--- src/rtl/digit_serial_pkg.sv ---
// Shared FSM encoding and sizing helpers for the digit-serial adder.
package digit_serial_pkg;

    typedef enum logic [1:0] {
        IDLE = 2'd0,
        RUN  = 2'd1,
        DONE = 2'd2
    } state_t;

    function automatic int ndig_f(input int width, input int digit);
        return width / digit;
    endfunction

    // Keep the index at least one bit wide so the single-digit case still elaborates.
    function automatic int idx_width_f(input int ndig);
        return (ndig > 1) ? $clog2(ndig) : 1;
    endfunction

endpackage

--- src/rtl/digit_add_slice.sv ---
// One DIGIT-wide ripple slice: sum and carry-out of a + b + ci.
// Latency: combinational. Backpressure: none, pure logic.
module digit_add_slice #(
    parameter int DIGIT = 4
) (
    input  logic [DIGIT-1:0] a,
    input  logic [DIGIT-1:0] b,
    input  logic             ci,
    output logic [DIGIT-1:0] sum,
    output logic             co
);

    assign {co, sum} = {1'b0, a} + {1'b0, b} + {{DIGIT{1'b0}}, ci};

endmodule

--- src/rtl/digit_serial_adder.sv ---
// Add/subtract WIDTH-bit operands DIGIT bits per clock through one shared slice.
// Latency: out_valid rises WIDTH/DIGIT cycles after the accept edge.
// Backpressure: result held in DONE until out_ready; in_ready low while busy.
module digit_serial_adder
    import digit_serial_pkg::*;
#(
    parameter int WIDTH = 16,
    parameter int DIGIT = 4
) (
    input  logic             clk,
    input  logic             rst_n,
    input  logic             in_valid,
    output logic             in_ready,
    input  logic [WIDTH-1:0] a,
    input  logic [WIDTH-1:0] b,
    input  logic             cin,
    input  logic             sub,
    output logic             out_valid,
    input  logic             out_ready,
    output logic [WIDTH-1:0] s,
    output logic             cout,
    output logic             ovf
);

    localparam int NDIG = ndig_f(WIDTH, DIGIT);
    localparam int IW   = idx_width_f(NDIG);
    localparam logic [IW-1:0] LAST = IW'(NDIG - 1);

    generate
        if (DIGIT < 1 || (WIDTH % DIGIT) != 0) begin : g_bad_digit
            $error("digit_serial_adder: WIDTH must be an integer multiple of DIGIT");
        end
    endgenerate

    state_t           state;
    logic [IW-1:0]    idx;
    logic             carry;
    logic [WIDTH-1:0] a_q;
    logic [WIDTH-1:0] b_q;
    logic [DIGIT-1:0] a_dig;
    logic [DIGIT-1:0] b_dig;
    logic [DIGIT-1:0] d_sum;
    logic             d_co;

    assign a_dig = a_q[idx*DIGIT +: DIGIT];
    assign b_dig = b_q[idx*DIGIT +: DIGIT];

    digit_add_slice #(.DIGIT(DIGIT)) u_slice (
        .a   (a_dig),
        .b   (b_dig),
        .ci  (carry),
        .sum (d_sum),
        .co  (d_co)
    );

    // Gated by rst_n so the block never advertises readiness while held in reset.
    assign in_ready = rst_n && (state == IDLE);

    always_ff @(posedge clk) begin
        if (!rst_n) begin
            state     <= IDLE;
            idx       <= '0;
            carry     <= 1'b0;
            a_q       <= '0;
            b_q       <= '0;
            s         <= '0;
            cout      <= 1'b0;
            ovf       <= 1'b0;
            out_valid <= 1'b0;
        end else begin
            case (state)
                IDLE: begin
                    if (in_valid) begin
                        a_q   <= a;
                        b_q   <= sub ? ~b : b;
                        carry <= sub | cin;
                        idx   <= '0;
                        state <= RUN;
                    end
                end
                RUN: begin
                    s[idx*DIGIT +: DIGIT] <= d_sum;
                    carry                 <= d_co;
                    if (idx == LAST) begin
                        idx       <= '0;
                        cout      <= d_co;
                        // Top bit of the final digit is the result sign bit.
                        ovf       <= (a_q[WIDTH-1] == b_q[WIDTH-1]) &&
                                     (d_sum[DIGIT-1] != a_q[WIDTH-1]);
                        out_valid <= 1'b1;
                        state     <= DONE;
                    end else begin
                        idx <= idx + 1'b1;
                    end
                end
                DONE: begin
                    if (out_ready) begin
                        out_valid <= 1'b0;
                        state     <= IDLE;
                    end
                end
                default: begin
                    out_valid <= 1'b0;
                    state     <= IDLE;
                end
            endcase
        end
    end

endmodule

--- config.mk ---
export PLATFORM = sky130hd
export DESIGN_NAME = digit_serial_adder
export DESIGN_NICKNAME = d
export VERILOG_FILES = /design/src/rtl/digit_serial_pkg.sv /design/src/rtl/digit_add_slice.sv /design/src/rtl/digit_serial_adder.sv
export SDC_FILE = /design/constraint.sdc
export NUM_CORES = 1
export LEC_CHECK = 0
export ABC_AREA = 1
export CAP_MARGIN = 20
export CORE_AREA = 2 2 81 83
export CTS_CLUSTER_DIAMETER = 40
export CTS_CLUSTER_SIZE = 28
export DETAILED_ROUTE_END_ITERATION = 8
export DIE_AREA = 0 0 83 85
export PLACE_DENSITY = 0.7
export SETUP_SLACK_MARGIN = 0.02
export SYNTH_ARGS = -nofsm -noshare
export SYNTH_HDL_FRONTEND = slang
export SYNTH_SLANG_ARGS = --single-unit
export TNS_END_PERCENT = 5
--- constraint.sdc ---
create_clock -name clk -period 5.8 [get_ports clk]
set_input_delay 1.74 -clock clk [delete_from_list [all_inputs] [get_ports clk]]
set_output_delay 1.74 -clock clk [all_outputs]
set_load 0.01 [all_outputs]
Word level (Yosys, flattened, before mapping) --
Cells that the tools add are included.
Storage, ports and cells: word-level logic and storage cells 51, flip-flop bits (word level) 56, input bits 38, output and inout port bits 20
Operators by class: multiplexer cells 14, bitwise operators 3, reductions and logical operators 9, eq/ne operators 8, add/subtract/negate cells 4, shifts and indexed selects 4
Operator list (count):
- negator 4 -> 34 bit | 1
- variable shift 4 x 34 -> 16 bit, first input constant | 1
- variable part select 4 x 34 -> 16 bit | 1
- variable part select 16 x 5 -> 4 bit | 2
- bitwise mux 16 bit | 1
- 2-to-1 mux 16 bit | 1
- NOT 16 bit | 1
- 2-to-1 mux 2 bit | 5
- != test 2 bit, second input constant | 3
- one-hot mux 2 bit (3 select lines) | 1
- AND reduction 2 bit | 3
- AND reduction 3 bit | 2
- adder 4 x 4 -> 5 bit | 1
- adder 5 x 1 -> 5 bit | 1
- equality test 2 bit, second input constant | 2
- one-hot mux 2 bit (2 select lines) | 1
- 2-to-1 mux 1 bit | 3
- one-hot mux 1 bit (3 select lines) | 1
- adder 2 x 1 -> 2 bit, second input constant | 1
- equality test 2 x 1 -> 1 bit, second input constant | 1
- logical AND 1 bit | 2
- zero test 2 bit | 1
- one-hot mux 1 bit (2 select lines) | 1
- nonzero test 2 bit | 1
- 4 further kinds | 4

Logic depth before layout (Yosys ltp) --
word-level depth 5, depth in mapped cells 13, mapped depth without buffers 13

Hierarchy --
From an unflattened synthesis, not the netlist that was laid out.
Second synthesis, totals: cell total of the unflattened synthesis 390, area, all modules 2796.4 sq um
Modules (own cells, without submodules):
- digit_serial_adder | instances 1, sequential area each 1121.1 sq um, area an instance 2631.3 sq um, cells each 365
- digit_add_slice | instances 1, sequential area each 0.0 sq um, area an instance 165.2 sq um, cells each 25

Worst setup path after synthesis --
No wires, ideal clock.
path type in2out, start input rst_n, end output in_ready, required time 4.060 ns, path buffers 2, cell stages on the path 4, arrival time 2.356 ns, path slack 1.704 ns, cell sequence inv_1 > buf_2 > buf_1 > nor2_1
Between the ends: longest elaborated chain between the ends 1
Ends and longest elaborated chain:
- start, declared | RTL line digit_serial_adder.sv:11 | input logic rst_n,
- logical AND 1 bit | RTL line digit_serial_adder.sv:57 | assign in_ready = rst_n && (state == IDLE);
- end, declared | RTL line digit_serial_adder.sv:13 | output logic in_ready,
No other way between the ends.

Worst setup path in the final report --
Ends and elaborated chain as after synthesis.

==> impl_metrics.py <==
metrics = {
    "die": {
        "die_x_um": 83,
        "start_util": 0.4311,
        "die_h_um": 85,
        "die_area_sq_um": 7055,
        "core_area_sq_um": 6205,
        "pin_count": 58,
        "fp-row-count": 29,
    },
    "global_routing": {
        "overflow": 0,
        "grt_max_degree": 49,
        "antenna_found_initial": 0,
        "grtUsageTotal": 0.1640,
        "grt_pass1_wl_um": 9660,
        "grt_pass1_vias": 2149,
    },
    "setup_path": {
        "crit_path_max_fanout": 20,
        "cp_data_arrival_time_ns": 3.14,
        "critPathRequiredTime_ns": 4.06,
        "cp-start-kind": "primary input",
        "startpoint": "rst_n",
        "worstSetupPathType": "in -> out",
        "cp-end-kind": "primary output",
        "worstReg2RegStart": "idx[0]",
    },
    "clocking": {
        "cts.htree.levels": 2,
        "ctsResizeCount": 0,
        "cts_buffers": 5,
        "clock_latency_ns": 0.30,
        "cts.clk_slew.worst_paths_ns": 0.09,
        "post-cts-setup-buffer-count": 0,
        "cts_max_path_buffers": 2,
        "cts_tree": "built",
        "root_buffer": "clkbuf_8",
        "cts_hold_buf": 0,
        "clock_sinks": 56,
    },
    "timing": {
        "final_max_slew_viol_count": 0,
        "fmax_ghz": 0.2051,
        "period_share": 0.8406,
        "maxSlewHeadroom": 0.4138,
        "rsz0062_at_grt": "false",
        "fin_crit_ns": 4.875,
        "timing.hold.ws_ns": 0.4555,
        "hold_viol": 0,
        "finalSetupViolations": 0,
        "worstMarginPinSlew_ns": 0.8780,
        "setup_tns_ns": 0,
        "finalClockSkew_ns": 0.006966,
    },
    "synth": {
        "synth_top_area_share": 0.4191,
        "synth_async_sr_flop_share": 0,
        "yosys.area.top_type": "dfxtp_1",
        "yosysMostFrequentCell": "nor2_1",
        "ys_warn_count": 0,
        "synthCells": 349,
        "seq_area_frac_synth": 0.4191,
        "synth-seq-cells": 56,
        "syn_area_sq_um": 2675,
        "synth-edff-count": 0,
        "synth_area_leaders": "dfxtp_1 42%, nor2_1 11%, nand2_1 6.7%",
        "yosys.cell_types.count": 30,
        "synth_ff_type": "dfxtp_1",
        "syn-num-nets": 398,
        "synth_common_cells": "75 x nor2_1, 56 x dfxtp_1, 48 x nand2_1, 32 x o21ai_0",
        "synth_area_per_cell_sq_um": 7.665,
    },
    "routing": {
        "wl_per_cell_um": 12.14,
        "wl_um": 5742,
        "first_pass_iters": 4,
        "vias": 2389,
        "antenna_left": 0,
        "dr.first_iter.drc_count": 123,
        "drcViolationCount": 0,
        "viasPerCell": 5.051,
    },
    "pwr": {
        "ir_drop_mv": 0.09921,
        "p_leak_uw": 0.001265,
        "pwr_density_cell_nw_per_um2": 250.4,
    },
    "job": {
        "max-cap-violations": 0,
    },
    "outcome": {
        "outcome": "finished clean",
    },
    "final_layout": {
        "drive_gt1_frac": 0.03535,
        "n_antenna_cell": 0,
        "syn_to_final_growth_pct": 24.79,
        "finalNetCount": 444,
    },
    "placed_design": {
        "place_hpwl_um": 4144,
        "port_buffers": 57,
        "routabilityCongestion": 0.8000,
    },
    "min_path": {
        "holdCritPathClass": "reg -> reg",
        "hp-start": "b_q[1]",
    },
}
worst max-delay path, stage by stage:
cell             delay (ns)
clkdlybuf4s50_1        0.46
buf_4                  0.20
inv_1                  0.08
nor2_1                 0.11
clkdlybuf4s50_1        0.54
cells by family (layout without fill, tap and decap cells):
group,Yosys count,after routing,share of synthesized area
DFF,56,56,0.4191
adders and majority gates,11,11,0.05706
xor gates and xnor gates,17,17,0.05566
buffers and inverters,42,89,0.07156
and+or+nand+nor,140,140,0.2152
AOI/OAI and AO/OA,83,83,0.1815
final timing paths:
| kind | endpoint | slack (ns) | cells after the start |
|---|---|---|---|
| min reg2reg | b_q[1] | 0.46 | 2 |
| max | in_ready | 0.92 | 5 |
| max reg2reg | s[13] | 2.22 | 9 |
| min | b_q[1] | 0.46 | 2 |
flip-flops by register name (all words and copies together) (netlist names), 2 cells and up:
register / cells
a_q: 16
b_q: 16
idx: 2
s: 16
state: 2
cell usage in the layout, fill, tap and decap left out, types with 4 or more instances in the layout:
cell / n
a211oi_1: 16
a21oi_1: 20
a22oi_1: 4
clkbuf_8: 6
clkdlybuf4s50_1: 57
dfxtp_1: 56
ha_1: 9
inv_1: 20
nand2_1: 48
nand3_1: 9
nor2_1: 75
o21ai_0: 32
o22ai_1: 6
xnor2_1: 16
routing by layer:
layer / wire [um] / part of all wire / up-vias / global-route usage
li1: - / - / 1243 / -
met1: 2562 / 0.45 / 1088 / 0.2123
met2: 2929 / 0.51 / 52 / 0.2852
met3: 216 / 0.038 / 6 / 0.02529
met4: 34 / 0.0059 / 0 / 0.04620
met5: 0 / 0 / - / 0
metrics by stage:
step	area [sq um]	power, uW	std cells	worst slack, ns	util
global placement	3248	625.3	465	0.9306	0.5235
finish	3338	835.8	473	0.9246	0.5380
CTS	3338	843.2	473	0.9047	0.5380
detailed placement	3248	630.3	465	0.9068	0.5235
global route	3338	886.5	473	0.8302	0.5380
floorplan	2675	566.7	349	1.704	-
report_power, final:
group          internal (uW)  switching (uW)
sequential               409            19.0
combinational           83.6             108
clock                   97.7             118
final cells by class:
class	count	area, sq um
multi-input combinational	251	1363
tap	77	96.34
timing repair buffer	59	585.6
fill	601	2867
inverter	22	82.58
clock buffer	8	90.09
sequential	56	1121
No activity file was read; power rests on OpenSTA's default activity.
